**src/rtl/rv32_fetch.sv**
```systemverilog
// RV32 instruction fetch stage with IF/ID register and one-entry capture buffer.
// Optional misaligned-target trap enabled by defining RV32_FETCH_MISALIGNED_EN.
module rv32_fetch #(
   parameter logic [31:0] RESET_VECTOR = 32'h00000000,
   parameter logic [31:0] NOP_INSN     = 32'h00000013
) (
   input  logic        clk,
   input  logic        reset,
   input  logic        stall_in,
   input  logic        branch_taken_in,
   input  logic [31:0] branch_pc_in,
   output logic        instr_read_out,
   output logic [31:0] instr_address_out,
   input  logic [31:0] instr_read_value_in,
   input  logic        instr_ready_in,
   output logic        valid_out,
   output logic [31:0] pc_out,
   output logic [31:0] instr_out
`ifdef RV32_FETCH_MISALIGNED_EN
   ,
   output logic        misaligned_out
`endif
);

`ifdef RV32_FETCH_MISALIGNED_EN
   typedef enum logic [1:0] {FETCH, DRAIN, HOLD, TRAP} state_t;
`else
   typedef enum logic [1:0] {FETCH, DRAIN, HOLD} state_t;
`endif

   state_t      state;
   logic [31:0] pc;
   logic [31:0] pending;
   logic [31:0] buf_pc;
   logic [31:0] buf_instr;
   logic        handshake;
   logic        redirect;
   logic [31:0] target;

   assign instr_read_out    = !reset && (state == FETCH || state == DRAIN);
   assign instr_address_out = pc;
   assign handshake         = instr_read_out && instr_ready_in;

   // A redirect lands whenever no memory request is left outstanding.
   always_comb begin
      redirect = 1'b0;
      target   = branch_pc_in;
      case (state)
         FETCH:   redirect = branch_taken_in && handshake;
         DRAIN: begin
            redirect = handshake;
            if (!branch_taken_in) target = pending;
         end
         default: redirect = branch_taken_in;
      endcase
   end

   always_ff @(posedge clk) begin
      if (reset) begin
         state     <= FETCH;
         pc        <= RESET_VECTOR;
         pending   <= '0;
         buf_pc    <= '0;
         buf_instr <= NOP_INSN;
         valid_out <= 1'b0;
         pc_out    <= '0;
         instr_out <= NOP_INSN;
`ifdef RV32_FETCH_MISALIGNED_EN
         misaligned_out <= 1'b0;
`endif
      end else begin
`ifdef RV32_FETCH_MISALIGNED_EN
         misaligned_out <= (state == TRAP) && stall_in && misaligned_out;
`endif
         case (state)
            FETCH: begin
               if (branch_taken_in) begin
                  valid_out <= 1'b0;
                  pc_out    <= '0;
                  instr_out <= NOP_INSN;
                  if (!handshake) begin
                     pending <= branch_pc_in;
                     state   <= DRAIN;
                  end
               end else if (handshake) begin
                  pc <= pc + 32'd4;
                  if (stall_in) begin
                     buf_pc    <= pc;
                     buf_instr <= instr_read_value_in;
                     state     <= HOLD;
                  end else begin
                     valid_out <= 1'b1;
                     pc_out    <= pc;
                     instr_out <= instr_read_value_in;
                  end
               end else if (!stall_in) begin
                  valid_out <= 1'b0;
                  pc_out    <= '0;
                  instr_out <= NOP_INSN;
               end
            end
            DRAIN: begin
               valid_out <= 1'b0;
               pc_out    <= '0;
               instr_out <= NOP_INSN;
               if (branch_taken_in) pending <= branch_pc_in;
            end
            HOLD: begin
               if (!branch_taken_in && !stall_in) begin
                  valid_out <= 1'b1;
                  pc_out    <= buf_pc;
                  instr_out <= buf_instr;
                  state     <= FETCH;
               end
            end
`ifdef RV32_FETCH_MISALIGNED_EN
            TRAP: begin
               if (!branch_taken_in && !stall_in) begin
                  valid_out <= 1'b0;
                  pc_out    <= '0;
                  instr_out <= NOP_INSN;
               end
            end
`endif
            default: state <= FETCH;
         endcase

         // Redirect overrides the per-state updates and always flushes IF/ID.
         if (redirect) begin
            valid_out <= 1'b0;
            pc_out    <= '0;
            instr_out <= NOP_INSN;
`ifdef RV32_FETCH_MISALIGNED_EN
            if (target[1]) begin
               valid_out      <= 1'b1;
               pc_out         <= target;
               misaligned_out <= 1'b1;
               state          <= TRAP;
            end else
`endif
            begin
               pc    <= target;
               state <= FETCH;
            end
         end
      end
   end

endmodule

```
**config.mk**
```make
export PLATFORM = sky130hd
export DESIGN_NAME = rv32_fetch
export DESIGN_NICKNAME = d
export VERILOG_FILES = /design/src/rtl/rv32_fetch.sv
export SDC_FILE = /design/constraint.sdc
export NUM_CORES = 1
export LEC_CHECK = 0
export ABC_AREA = 1
export CAP_MARGIN = 15
export CORE_MARGIN = 1.5
export CORE_UTILIZATION = 30
export DETAILED_ROUTE_END_ITERATION = 6
export GPL_ROUTABILITY_DRIVEN = 0
export GPL_TIMING_DRIVEN = 0
export SLEW_MARGIN = 40
export SYNTH_ARGS = -nofsm -noshare
export SYNTH_HDL_FRONTEND = slang
export SYNTH_SLANG_ARGS = --single-unit
```
**constraint.sdc**
```tcl
create_clock -name clk -period 3.94 [get_ports clk]
set_input_delay 1.182 -clock clk [delete_from_list [all_inputs] [get_ports clk]]
set_output_delay 1.182 -clock clk [all_outputs]
set_load 0.01 [all_outputs]
```
==> results_dict.tcl, run 1 <==
set metrics [dict create \
    initial_core_util_pct 30.50 \
    floorplan.die_area_sq_um 30290 \
    wl_per_cell_um 16.60 \
    ioPinCount 167 \
    numCtsBuffers 17 \
    drt_iter0_markers 870 \
    rr_endpoint "instr_out[31]$_SDFFE_PP0P_" \
    crit_type "in -> out" \
    startpoint "reset" \
    grt_pass1_vias 9046 \
    drv_cap 0 \
    final_nets 1541 \
    die_h_um 174.0 \
    dieWidth_um 174.0 \
    finalCritPeriodShare_pct 97.01 \
    via_count 9333 \
    clock-sinks 195 \
    final_area_sq_um 11520 \
    ctsHoldBuffers 0 \
    fillers 3005 \
    switching_share_pct 36.94 \
    place_area_sq_um 10910 \
    dr.pass1.iters 5 \
    drt_wl_total_um 30950 \
    place_ws_ns 0.1358 \
    cellPowerDensity_nw_per_um2 539.1 \
    drive_gt1_share_pct 5.267 \
    hold_violations 0 \
    multi_input_area_sq_um 4200 \
    ys_types 26 \
    rows 62 \
    dp_hpwl_um 23000 \
    combinationalPowerShare_pct 30.7 \
    via_per_inst 5.004 \
    cts_setup_buffers 0 \
    cts_tree "built" \
    synth_top_cell_by_area "dfxtp_1" \
    power.switching_mw 2.293 \
    tightest_slew_ns 0.7377 \
    crit_arrival_ns 2.64 \
    maxSlewViolCount 0 \
    grt_pass1_wl_um 49470 \
    seqPwrFrac_pct 40.5 \
    status "complete, no violations" \
    yosysWarnings 0 \
    min_path_cells 2 \
    antenna_cells 0 \
    detail-route-antenna-nets 0 \
    period_minus_slack_ns 3.822 \
    ys_ff_latch 195 \
    fin_ws_ns 0.1176 \
    dp.cells 1833 \
    syn-instance-count 1284 \
    cts-resized-gates 0 \
    core-area_sq_um 28780 \
    clockRootBuffer "clkbuf_16" \
    r2r_start "state[1]$_SDFFE_PP0P_" \
    io_buffers 165 \
    instances_no_fill 1865 \
    seqCellArea_sq_um 3904 \
    clockBufferDepth 2 \
    rsz0062_at_grt "false" \
    antenna_found_initial 0 \
    ff2ff_setup_slack_ns 1.27 \
    drcViolationCount 0 \
    synth_top_area_share_pct 44.48 \
    syn_nets 1357 \
    internal_power_mw 3.915 \
    cts.reportedPaths.clkPinSlew_ns 0.08 \
    htreeDepth 4 \
    grt_max_degree 22 \
    whs_ns 0.4493 \
    setup-tns-final_ns 0 \
    startpoint_type "input port" \
    overflow 0 \
    yosys-top-cells-area "dfxtp_1, a21oi_1, nand2_1" \
    ys_seq_area_share_pct 44.48 \
    setup_viol 0 \
    crit_end "instr_read_out" \
    area_delta_synth_final_pct 31.20 \
    leakagePower_nw 4.248 \
    r2r_cells 10 \
    worst_setup_path_end_kind "output pin" \
    crit_path_max_fanout 10 \
    vdd_drop_max_v 0.0002698 \
    fmax_mhz 261.6 \
    min_path_type "reg -> reg" \
    clock_skew_ns 0.01855 \
    grt_use_total_pct 20.66 \
    worstSkewPairLatency_ns 0.45 \
    avgSynthCellArea_sq_um 6.836 \
    pwr-share-clk_pct 28.7 \
    slew_headroom_pct 50.82 \
    critPathRequiredTime_ns 2.76 \
    syn_area_sq_um 8777 \
]
## cell type report
class | count | area share [%]
Clock buffer | 17 | 3.694
Timing Repair Buffer | 165 | 14.34
Clock inverter | 15 | 1.575
Buffer | 82 | 3.107
Tap cell | 384 | 4.172
Multi-Input combinational cell | 923 | 36.47
Inverter | 84 | 2.738
Sequential cell | 195 | 33.90
## per-stage QoR
stage                     utilization [%]  total power, mW
final                               40.01            6.209
after global routing                40.01            6.587
after detailed placement            37.91            4.460
after global placement              37.91            4.438
after floorplan                         -            3.549
after CTS                           40.01            6.237
## critical path: stages
cell and delay [ns]:
buf_2 0.16, clkbuf_1 0.59, nor2_1 0.19, clkdlybuf4s50_1 0.52
## how the worst min path moves through the flow
stage / startpoint / endpoint / slack, ns
2_1_floorplan: pending[0]$_SDFFE_PP0P_ / pending[0]$_SDFFE_PP0P_ / 0.42
3_3_place_gp: pending[10]$_SDFFE_PP0P_ / pending[10]$_SDFFE_PP0P_ / 0.43
3_5_place_dp: pending[4]$_SDFFE_PP0P_ / pending[4]$_SDFFE_PP0P_ / 0.44
4_1_cts: pending[10]$_SDFFE_PP0P_ / pending[10]$_SDFFE_PP0P_ / 0.45
5_1_grt: pending[20]$_SDFFE_PP0P_ / pending[20]$_SDFFE_PP0P_ / 0.47
6_report: pending[4]$_SDFFE_PP0P_ / pending[4]$_SDFFE_PP0P_ / 0.45
## metal layers
metal  global-route usage [%]  part of all wire [%]  vias up
met2                    33.28                    46      288
met1                    27.85                    46     4371
li1                         -                     -     4625
met5                        0                     0        -
met3                    3.937                   5.2       49
met4                    6.466                   2.5        0
## placed cells by master, fill, tap and decap left out, types with 6 or more instances in the layout
cell and n:
buf_2 25, clkbuf_16 17, inv_8 6, nand2_1 261
nor2_1 158, o21ai_0 194, o21ai_1 12, nand3_1 46
dfxtp_1 195, a21oi_1 222, inv_1 75, clkdlybuf4s50_1 165
inv_2 6, clkbuf_1 52
## flip-flops by register name, indices dropped and copies added (netlist names)
name / cells
instr_address_out: 32
buf_pc: 32
buf_instr: 32
state: 2
pc_out: 32
valid_out: 1
pending: 32
instr_out: 32
## power by group through the flow
stage | registers (mW) | clock network [mW] | logic, mW
finish | 2.52 | 1.78 | 1.91
global route | 2.55 | 1.90 | 2.13
CTS | 2.52 | 1.81 | 1.91
detailed placement | 2.56 | 0 | 1.90
global placement | 2.56 | 0 | 1.88
floorplan | 2.56 | 0 | 0.990
## cell families after synthesis
logic type | after synthesis | share of synthesized area, %
and+or+nand+nor | 478 | 21.71
DFF | 195 | 44.48
buffers and inverters | 166 | 7.669
muxes | 2 | 0.2281
AOI/OAI and AO/OA | 436 | 25.05
xor gates and xnor gates | 3 | 0.2994
adders and majority gates | 4 | 0.5702
## synthesized netlist by cell type
library cell,instances
nand2_1,261
a21oi_1,222
dfxtp_1,195
o21ai_0,194
nor2_1,158
inv_1,75
clkbuf_1,52
nand3_1,46
buf_2,25
o21ai_1,12
inv_2,6
or2_2,5
a31oi_1,4
ha_1,4
buf_4,3
clkinv_1,3
nand4_1,3
o211ai_1,3
xor2_1,3
mux2i_1,2
nand2_4,2
nor2_2,2
a21oi_2,1
buf_1,1
buf_6,1
nand3_4,1
No activity file was read; power rests on OpenSTA's default activity.
==> inputs of run 2 (changes only) <==
--- a/config.mk
+++ b/config.mk
@@ -12,7 +12,8 @@
 export DETAILED_ROUTE_END_ITERATION = 6
 export GPL_ROUTABILITY_DRIVEN = 0
 export GPL_TIMING_DRIVEN = 0
-export SLEW_MARGIN = 40
+export RECOVER_POWER = 25
+export SLEW_MARGIN = 20
 export SYNTH_ARGS = -nofsm -noshare
 export SYNTH_HDL_FRONTEND = slang
 export SYNTH_SLANG_ARGS = --single-unit
==> run 2 against run 1 <==
Against the previous run:
- sequential share of layout area hardly changed
- first-iteration DRC count is 16% higher
- critical path depth stayed put
- clock-buffer cell count stayed put
- power is 0.92% lower
- largest cell class unchanged
- clock skew is 0.00099 ns lower
- critical endpoint unchanged
==> results_dict.tcl, run 2 (synthesis results as in run 1) <==
set metrics [dict create \
    final_cell_mix "nand2_1, a21oi_1, dfxtp_1, o21ai_0, nor2_1" \
    wl_per_cell_um 16.56 \
    whs_ns 0.4483 \
    fin_ws_ns 0.1213 \
    clockRootBuffer "clkbuf_16" \
    numCtsBuffers 17 \
    slowest_delay_ns 0.59 \
    crit_slowest_cell "clkbuf_1" \
    final_nets 1541 \
    antenna_cells 0 \
    crit_type "in -> out" \
    multi_input_area_sq_um 4195 \
    rows 62 \
    antenna_found_initial 0 \
    grt_pass1_wl_um 49470 \
    worst_setup_path_end_kind "output pin" \
    place_ws_ns 0.1358 \
    core-area_sq_um 28780 \
    startpoint_type "input port" \
    clock_skew_ns 0.01756 \
    grt_max_degree 22 \
    via_per_inst 5.002 \
    rsz0062_at_grt "false" \
    maxSlewViolCount 0 \
    drt_wl_total_um 30880 \
    worstSkewPairLatency_ns 0.45 \
    cts_setup_buffers 0 \
    ioPinCount 167 \
    setup-tns-final_ns 0 \
    clock-sinks 195 \
    fillers 3009 \
    period_minus_slack_ns 3.819 \
    crit_path_max_fanout 10 \
    drcViolationCount 0 \
    min_path_type "reg -> reg" \
    clockBufferDepth 2 \
    die_h_um 174.0 \
    drive_gt1_share_pct 4.997 \
    finalCritPeriodShare_pct 96.92 \
    io_buffers 165 \
    hold_violations 0 \
    htreeDepth 4 \
    path_cells "buf_2 > clkbuf_1 > nor2_1 > clkdlybuf4s50_1" \
    cts.reportedPaths.clkPinSlew_ns 0.08 \
    via_count 9328 \
    cts-resized-gates 0 \
    final_util_pct 39.99 \
    tightest_slew_ns 1.019 \
    dr.pass1.iters 6 \
    initial_core_util_pct 30.50 \
    dieWidth_um 174.0 \
    seqCellArea_sq_um 3904 \
    cellPowerDensity_nw_per_um2 534.5 \
    area_delta_synth_final_pct 31.12 \
    crit_arrival_ns 2.64 \
    ctsHoldBuffers 0 \
    mostFrequentLayoutCell "nand2_1" \
    setup_viol 0 \
    leakagePower_nw 4.418 \
    grt_pass1_vias 9046 \
    dp_hpwl_um 23000 \
    cts_tree "built" \
    vdd_drop_max_v 0.0002691 \
    detail-route-antenna-nets 0 \
    fmax_mhz 261.9 \
    critPathRequiredTime_ns 2.76 \
    p_total_mw 6.152 \
    drv_cap 0 \
    overflow 0 \
    drt_iter0_markers 1008 \
    status "complete, no violations" \
    slew_headroom_pct 31.83 \
    floorplan.die_area_sq_um 30290 \
    grt_use_total_pct 20.66 \
]
run 2: cell types whose count changed in the layout (fill, tap and decap cells not counted), sizes merged:
cell / previous run / this run
clkdlybuf4s50: 165 / 98
clkbuf: 69 / 71
dlygate4sd3: 0 / 67
buf: 30 / 28
run 2: layer usage:
| layer | wire length, um | vias up | track usage (%) |
|---|---|---|---|
| li1 | - | 4620 | - |
| met5 | 0 | - | 0 |
| met1 | 14300 | 4371 | 27.85 |
| met3 | 1635 | 48 | 3.937 |
| met4 | 784 | 0 | 6.466 |
| met2 | 14150 | 289 | 33.28 |
run 2: worst paths after layout:
path / startpoint / to / slack [ns] / cells after the start
worst max register to register: state[1]$_SDFFE_PP0P_ / instr_out[31]$_SDFFE_PP0P_ / 1.00 / 10
worst min-delay path: pending[4]$_SDFFE_PP0P_ / pending[4]$_SDFFE_PP0P_ / 0.45 / 2
worst max-delay path: reset / instr_read_out / 0.12 / 4
worst min register to register: pending[4]$_SDFFE_PP0P_ / pending[4]$_SDFFE_PP0P_ / 0.45 / 2
run 2: cell type report:
cell class	instances	share of cell area, %
plain buffers	82	3.088
clock buffers	17	3.696
clock inverters	15	1.576
inverters	84	2.740
multi-input cells	923	36.45
flip-flops and latches	195	33.92
well taps	384	4.175
repair buffers	165	14.35
run 2: stage by stage:
step,area (sq um),std cells
after floorplan,8777,1284
after global placement,10910,1833
after detailed placement,10910,1833
after CTS,11520,1865
after global routing,11510,1865
final,11510,1865
run 2: power by group:
part	internal, mW	leakage (nW)	total [mW]	switching (mW)
clock	0.866	0.289	1.78	0.915
combinational	0.727	2.53	1.86	1.13
sequential	2.27	1.59	2.51	0.238
run 2: worst max-delay path: cells and delay by family:
family                 cells  cell delay, ns
AND/OR/NAND/NOR            1            0.19
buffers and inverters      3            1.26
